## src/rtl/serial_link_pkg.sv

```systemverilog
// Shared types and constants for the serial-link PHY training controller.
//   phy_train_state_e   : training FSM state encoding
//   DefaultTrainPattern : default training word (the ACK word is its inverse)
package serial_link_pkg;

  typedef enum logic [2:0] {
    IDLE    = 3'd0,
    PATTERN = 3'd1,
    ACK     = 3'd2,
    UP      = 3'd3,
    ERROR   = 3'd4
  } phy_train_state_e;

  localparam logic [15:0] DefaultTrainPattern = 16'hA5C3;

endpackage

```

## src/rtl/serial_link_phy_train_match.sv

```systemverilog
// Consecutive-match counter used by both training phases.
// Ports:
//   clk_i, rst_ni  : clock, asynchronous active-low reset
//   clear_i        : synchronous clear (dominates everything else)
//   hs_i           : an RX beat handshakes this cycle
//   tol_inc_i      : 1 = the tolerated word also counts, 0 = it only holds
//   data_i         : handshaked RX word
//   expected_i     : word that always advances the count
//   tolerated_i    : word that holds (or advances, with tol_inc_i) the count
//   done_o         : this handshake completes the NumMatch-th match
module serial_link_phy_train_match #(
  parameter int unsigned DataWidth = 16,
  parameter int unsigned NumMatch  = 4
) (
  input  logic                 clk_i,
  input  logic                 rst_ni,
  input  logic                 clear_i,
  input  logic                 hs_i,
  input  logic                 tol_inc_i,
  input  logic [DataWidth-1:0] data_i,
  input  logic [DataWidth-1:0] expected_i,
  input  logic [DataWidth-1:0] tolerated_i,
  output logic                 done_o
);

  localparam int unsigned CntW = $clog2(NumMatch + 1);

  logic [CntW-1:0] cnt_q, cnt_d;
  logic            hit_exp, hit_tol, inc;

  always_comb begin
    // NOTE: every signal assigned here gets a default first, so no path
    // leaves it unassigned and no latch is inferred.
    hit_exp = (data_i == expected_i);
    hit_tol = (data_i == tolerated_i);
    inc     = hs_i & (hit_exp | (hit_tol & tol_inc_i));
    cnt_d   = cnt_q;
    if (clear_i) begin
      cnt_d = '0;
    end else if (hs_i) begin
      if (inc)          cnt_d = cnt_q + 1'b1;
      else if (!hit_tol) cnt_d = '0;
    end
    // Completion is flagged on the matching beat itself so the phase change
    // lands on the same edge that would have stored NumMatch.
    done_o = inc & (cnt_q == CntW'(NumMatch - 1));
  end

  always_ff @(posedge clk_i or negedge rst_ni) begin
    // NOTE: sequential state uses non-blocking assignments so every flop
    // samples the pre-edge values regardless of statement order.
    if (!rst_ni) cnt_q <= '0;
    else         cnt_q <= cnt_d;
  end

endmodule

```

## src/rtl/serial_link_phy_train_ctrl.sv

```systemverilog
// Link bring-up controller between the data-link layer and one serial PHY
// channel. Trains the link (PATTERN phase, then ACK phase) against the remote
// controller, then passes user TX/RX beats straight through.
// Ports:
//   clk_i, rst_ni                    : clock, asynchronous active-low reset
//   en_i                             : level enable, low returns to IDLE
//   usr_tx_data_i/valid_i/ready_o    : user TX stream
//   usr_rx_data_o/valid_o/ready_i    : user RX stream
//   phy_tx_data_o/valid_o/ready_i    : PHY TX stream (valid gates fwd clock)
//   phy_rx_data_i/valid_i/ready_o    : PHY RX stream
//   link_up_o, train_err_o           : state UP / state ERROR
// Optional (macro SERIAL_LINK_PHY_TRAIN_STATS_EN):
//   train_attempts_o, timeouts_o     : saturating training statistics
module serial_link_phy_train_ctrl
  import serial_link_pkg::*;
#(
  parameter int unsigned                PhyDataWidth  = 16,
  parameter logic [PhyDataWidth-1:0]    TrainPattern  = PhyDataWidth'(DefaultTrainPattern),
  parameter int unsigned                NumMatch      = 4,
  parameter int unsigned                TimeoutCycles = 4096
) (
  input  logic                    clk_i,
  input  logic                    rst_ni,
  input  logic                    en_i,
  input  logic [PhyDataWidth-1:0] usr_tx_data_i,
  input  logic                    usr_tx_valid_i,
  output logic                    usr_tx_ready_o,
  output logic [PhyDataWidth-1:0] usr_rx_data_o,
  output logic                    usr_rx_valid_o,
  input  logic                    usr_rx_ready_i,
  output logic [PhyDataWidth-1:0] phy_tx_data_o,
  output logic                    phy_tx_valid_o,
  input  logic                    phy_tx_ready_i,
  input  logic [PhyDataWidth-1:0] phy_rx_data_i,
  input  logic                    phy_rx_valid_i,
  output logic                    phy_rx_ready_o,
  output logic                    link_up_o,
  output logic                    train_err_o
`ifdef SERIAL_LINK_PHY_TRAIN_STATS_EN
  ,
  output logic [15:0]             train_attempts_o,
  output logic [15:0]             timeouts_o
`endif
);

  localparam logic [2:0] StIdle    = IDLE;
  localparam logic [2:0] StPattern = PATTERN;
  localparam logic [2:0] StAck     = ACK;
  localparam logic [2:0] StUp      = UP;
  localparam logic [2:0] StError   = ERROR;

  localparam int unsigned TmoW = $clog2(TimeoutCycles);

  logic [2:0]              state_q, state_d;
  logic [TmoW-1:0]         tmo_q, tmo_d;
  logic                    training, timeout, rx_hs, match_done, match_clear;
  logic [PhyDataWidth-1:0] exp_word;

  assign training = (state_q == StPattern) | (state_q == StAck);
  // The counter stops at TimeoutCycles-1; seeing it there while still
  // training means the whole PATTERN+ACK budget has been spent.
  assign timeout  = training & (tmo_q == TmoW'(TimeoutCycles - 1));
  assign rx_hs    = phy_rx_valid_i & phy_rx_ready_o;

  // PATTERN counts both training words (the remote may already be in ACK);
  // ACK counts only the inverse word and merely holds on the pattern word.
  assign exp_word    = (state_q == StAck) ? ~TrainPattern : TrainPattern;
  assign match_clear = ~en_i | ~training | timeout | match_done;

  serial_link_phy_train_match #(
    .DataWidth (PhyDataWidth),
    .NumMatch  (NumMatch)
  ) u_match (
    .clk_i       (clk_i),
    .rst_ni      (rst_ni),
    .clear_i     (match_clear),
    .hs_i        (rx_hs),
    .tol_inc_i   (state_q == StPattern),
    .data_i      (phy_rx_data_i),
    .expected_i  (exp_word),
    .tolerated_i (~exp_word),
    .done_o      (match_done)
  );

  // Next state; timeout is tested before match completion so it wins.
  always_comb begin
    state_d = state_q;
    if (!en_i) begin
      state_d = StIdle;
    end else begin
      case (state_q)
        StIdle:    state_d = StPattern;
        StPattern: if (timeout) state_d = StError; else if (match_done) state_d = StAck;
        StAck:     if (timeout) state_d = StError; else if (match_done) state_d = StUp;
        StUp:      state_d = StUp;
        StError:   state_d = StError;
        default:   state_d = StIdle;
      endcase
    end
  end

  always_comb begin
    tmo_d = tmo_q;
    if (!en_i || !training) tmo_d = '0;
    else if (!timeout)      tmo_d = tmo_q + 1'b1;
  end

  // Moore decode of state, except the zero-latency pass-through in UP.
  always_comb begin
    phy_tx_data_o  = '0;
    phy_tx_valid_o = 1'b0;
    phy_rx_ready_o = 1'b0;
    usr_tx_ready_o = 1'b0;
    usr_rx_data_o  = '0;
    usr_rx_valid_o = 1'b0;
    link_up_o      = 1'b0;
    train_err_o    = 1'b0;
    case (state_q)
      StPattern: begin
        phy_tx_valid_o = 1'b1;
        phy_tx_data_o  = TrainPattern;
        phy_rx_ready_o = 1'b1;
      end
      StAck: begin
        phy_tx_valid_o = 1'b1;
        phy_tx_data_o  = ~TrainPattern;
        phy_rx_ready_o = 1'b1;
      end
      StUp: begin
        link_up_o      = 1'b1;
        phy_tx_data_o  = usr_tx_data_i;
        phy_tx_valid_o = usr_tx_valid_i;
        usr_tx_ready_o = phy_tx_ready_i;
        usr_rx_data_o  = phy_rx_data_i;
        usr_rx_valid_o = phy_rx_valid_i;
        phy_rx_ready_o = usr_rx_ready_i;
      end
      StError: begin
        train_err_o    = 1'b1;
        phy_rx_ready_o = 1'b1;  // keep draining so the CDC FIFO cannot back up
      end
      default: ;
    endcase
  end

  always_ff @(posedge clk_i or negedge rst_ni) begin
    if (!rst_ni) begin
      state_q <= StIdle;
      tmo_q   <= '0;
    end else begin
      state_q <= state_d;
      tmo_q   <= tmo_d;
    end
  end

`ifdef SERIAL_LINK_PHY_TRAIN_STATS_EN
  // Statistics survive en_i toggling; only rst_ni clears them.
  logic [15:0] attempts_q, attempts_d, timeouts_q, timeouts_d;

  always_comb begin
    attempts_d = attempts_q;
    timeouts_d = timeouts_q;
    if (state_q == StIdle && state_d == StPattern && attempts_q != 16'hFFFF)
      attempts_d = attempts_q + 16'd1;
    if (state_q != StError && state_d == StError && timeouts_q != 16'hFFFF)
      timeouts_d = timeouts_q + 16'd1;
  end

  always_ff @(posedge clk_i or negedge rst_ni) begin
    if (!rst_ni) begin
      attempts_q <= '0;
      timeouts_q <= '0;
    end else begin
      attempts_q <= attempts_d;
      timeouts_q <= timeouts_d;
    end
  end

  assign train_attempts_o = attempts_q;
  assign timeouts_o       = timeouts_q;
`endif

endmodule

```

## config.mk

```make
export PLATFORM = sky130hd
export DESIGN_NAME = serial_link_phy_train_ctrl
export DESIGN_NICKNAME = d
export VERILOG_FILES = /design/src/rtl/serial_link_pkg.sv /design/src/rtl/serial_link_phy_train_match.sv /design/src/rtl/serial_link_phy_train_ctrl.sv
export SDC_FILE = /design/constraint.sdc
export NUM_CORES = 1
export LEC_CHECK = 0
export CAP_MARGIN = 10
export CORE_MARGIN = 4
export CORE_UTILIZATION = 42
export CTS_CLUSTER_DIAMETER = 150
export CTS_CLUSTER_SIZE = 16
export DETAILED_ROUTE_END_ITERATION = 16
export MAX_ROUTING_LAYER = met4
export PLACE_DENSITY = 0.89
export RECOVER_POWER = 50
export SLEW_MARGIN = 0
export SYNTH_ARGS = -nofsm -noshare
export SYNTH_HDL_FRONTEND = slang
export SYNTH_SLANG_ARGS = --single-unit
```

## constraint.sdc

```tcl
create_clock -name clk_i -period 2.6 [get_ports clk_i]
set_clock_uncertainty 0.2 [all_clocks]
set_input_delay 0.52 -clock clk_i [delete_from_list [all_inputs] [get_ports clk_i]]
set_output_delay 0.52 -clock clk_i [all_outputs]
set_load 0.005 [all_outputs]
```

==> impl_metrics.env, run 1 <==
export IMPL_period_needed_ps=2601
export IMPL_use_met3=0.02131
export IMPL_gr_usage_met1=0.2656
export IMPL_setup_worst_path_end_class="output pin"
export IMPL_max_cap_violations=0
export IMPL_finalMaxSlewViolations=0
export IMPL_htree_levels=1
export IMPL_dr_pass1_iters=4
export IMPL_grt_max_degree=28
export IMPL_drc_errors=0
export IMPL_ios=77
export IMPL_crit_path_start_kind="flop"
export IMPL_path_max_fanout=14
export IMPL_die_h_microns=70.95
export IMPL_routed_wl_mm=5.913
export IMPL_hold_buffers=0
export IMPL_ant_nets=0
export IMPL_dp_hpwl_mm=4.315
export IMPL_layout_setup_ws_ps=-1.199
export IMPL_peakVddDrop_mv=0.2172
export IMPL_r2r_start="state_q[1]"
export IMPL_critPathTopFamily="buffers and inverters"
export IMPL_area_growth_pct=69.55
export IMPL_start_util=0.4445
export IMPL_synth_seq_cells=18
export IMPL_max_slew_margin_rel=0.3630
export IMPL_hold_viol=0
export IMPL_antenna_found_initial=0
export IMPL_grt_usage=0.2258
export IMPL_yosysTopAreaCell="dfrtp_1"
export IMPL_synth_edf_count=0
export IMPL_timing_fmax_mhz=384.4
export IMPL_top_usage_layer="met2"
export IMPL_min_to="tmo_q[10]"
export IMPL_power_density_mw_per_mm2=279.0
export IMPL_synth_fp_nets=260
export IMPL_min_path_type="reg2reg"
export IMPL_failed_checks="setup timing"
export IMPL_avgSynthCellArea_sq_um=7.633
export IMPL_grt_pass1_wl_mm=9.239
export IMPL_antenna_cells=0
export IMPL_critPathArrivalTime_ps=1880
export IMPL_rrSetupSlack_ps=70
export IMPL_synthCells=218
export IMPL_routedWlPerCell_microns=16.33
export IMPL_fp_dieW_microns=70.95
export IMPL_ys_seq_area_frac=0.2707
export IMPL_tightest_slew_ps=955.5
export IMPL_core_sq_mm=0.003744
export IMPL_status="finished, violations left"
export IMPL_yosys_warnings=0
export IMPL_grt_use_met2=0.4099
export IMPL_cts_tree="built"
export IMPL_p_leak_nw=1.222
export IMPL_path_clk_slew_ps=70
export IMPL_nets=357
export IMPL_crit_buf_inv=2
export IMPL_synth_cell_types=46
export IMPL_hold_depth=2
export IMPL_reg2reg_to="u_match.cnt_q[2]"
export IMPL_synthFlopType="dfrtp_1"
export IMPL_via_count=2005
export IMPL_grt_pass1_vias=2002
export IMPL_viasPerCell=5.539
export IMPL_setup_viol=1
export IMPL_critical_path_class="reg2out"
export IMPL_worst_path_stages=5
export IMPL_clock_latency_ps=250
export IMPL_required_ps=1880
export IMPL_port_buffers=76
export IMPL_cpPeakStageDelay_ps=520
export IMPL_async_flop_share=1.000
export IMPL_dpl_worst_slack_ps=-487.2
export IMPL_numClockSinks=18
export IMPL_die_area_sq_mm=0.005033
export IMPL_drive_above_1_share=0.1401
export IMPL_drt_iter0_markers=177
export IMPL_mappedNetlistArea_sq_mm=0.001664
export IMPL_cp_cell_sequence="nand2b_4 > nor2_4 > buf_12 > and2_1 > clkdlybuf4s50_1"
export IMPL_reg2reg_depth=6
export IMPL_post_dp_cell_area_sq_mm=0.002653
export IMPL_rows=22
export IMPL_num_fill_cells=261
export IMPL_grt_overflow_total=0
export IMPL_synth_top_area_frac=0.2707
export IMPL_fin_area_sq_mm=0.002821
export IMPL_finalWeightedCongestion=0.8418
export IMPL_cts_buffer_depth=2
export IMPL_synth_top_cells_by_area="dfrtp_1 (27%), and2_1 (7.1%), nand2_1 (5.2%)"
export IMPL_cts_buffers=3
export IMPL_fin_tns_setup_ps=-1.199
export IMPL_fin_crit_sh=1.000
export IMPL_synthTopCellsByCount="nand2_1 (23), nor2_1 (23), and2_1 (19)"
export IMPL_cpMaxStageDelayCell="clkdlybuf4s50_1"
export IMPL_cts_root_buf="clkbuf_8"
export IMPL_min_from="tmo_q[10]"
[per-layer routing]
| metal | wire, microns | vias to the layer above |
|---|---|---|
| li1 | - | 969 |
| met1 | 2322 | 950 |
| met2 | 3255 | 74 |
| met3 | 211 | 12 |
| met4 | 123 | 0 |
| met5 | 0 | - |
[per-stage QoR]
step                total power [mW]  cells    util  hold WS [ps]
floorplan                     0.3875    218       -         24.41
finish                        0.7871    362  0.7537         357.9
detailed placement            0.5557    356  0.7086         341.9
CTS                           0.7829    361  0.7326         355.3
global placement              0.5484    356  0.7086         333.5
global route                  0.8254    362  0.7537         382.6
[worst reg2reg max path, stage by stage, from the launching register on]
cell and delay (ps):
dfrtp_2 500, or3b_1 430, or4_4 600, a211oi_4 320, buf_4 170, o211ai_1 70, mux2i_1 160
[layout by cell type (no fill, tap or decap), drive strengths merged, types with 4 or more instances in the layout]
master	instances
nand2	23
nand2b	4
buf	25
dlymetal6s2s	9
xnor2	9
nor2	23
a2111oi	6
nand3	5
or4	4
clkbuf	7
nor3	8
a211oi	4
inv	15
clkdlybuf4s50	62
mux2i	7
o21ai	5
a21oi	11
dfrtp	18
nor4	4
dlygate4sd2	4
o211ai	6
and2	19
[state kept, by name, summed over array words and instances, names as in the netlist]
register	flops
state_q	3
tmo_q	12
u_match.cnt_q	3
[worst max-delay path by stage]
stage                                 from  slack (ps)                end
final                           state_q[2]          -1  usr_rx_data_o[14]
after CTS                 phy_rx_data_i[1]          10   u_match.cnt_q[2]
after global routing            state_q[2]         -50  usr_rx_data_o[14]
after global placement    phy_rx_data_i[0]        -370         state_q[1]
after floorplan           phy_rx_data_i[0]         120   u_match.cnt_q[0]
after detailed placement  phy_rx_data_i[0]        -490         state_q[1]
[final cells by class]
cell class                      instances  area (sq um)  area share
Multi-Input combinational cell        173          1186      0.4204
Timing Repair Buffer                  104          1011      0.3583
Clock buffer                            4         55.05     0.01951
Sequential cell                        18         452.9      0.1605
Inverter                               15         56.30     0.01996
Tap cell                               48         60.06     0.02129
[power by group]
| part | switching, mW | internal, mW |
|---|---|---|
| logic | 0.124 | 0.148 |
| clock network | 0.0899 | 0.134 |
| registers | 0.00630 | 0.285 |
| total | 0.220 | 0.567 |
[timing repair]
item	in CTS	in global routing
buffers inserted	1	0
pin swaps	3	4
gates cloned	0	1
setup endpoints to repair	30	15
resized for setup	12	14
[kinds of logic after synthesis]
| kind of cell | count (synthesis) | share of synthesized area |
|---|---|---|
| compound gates | 43 | 0.1910 |
| flops | 18 | 0.2707 |
| xor+xnor | 10 | 0.05264 |
| fa+ha+maj | 3 | 0.02256 |
| simple gates | 110 | 0.3594 |
| mux | 7 | 0.04211 |
| buf+inv | 27 | 0.06165 |
(Power assumes the default switching activity.)
==> run 2: changes to the inputs <==
CAP_MARGIN = not set   (was 10)
==> results of run 2 <==
The final DEF is identical to that of run 1; final timing and power are the same.
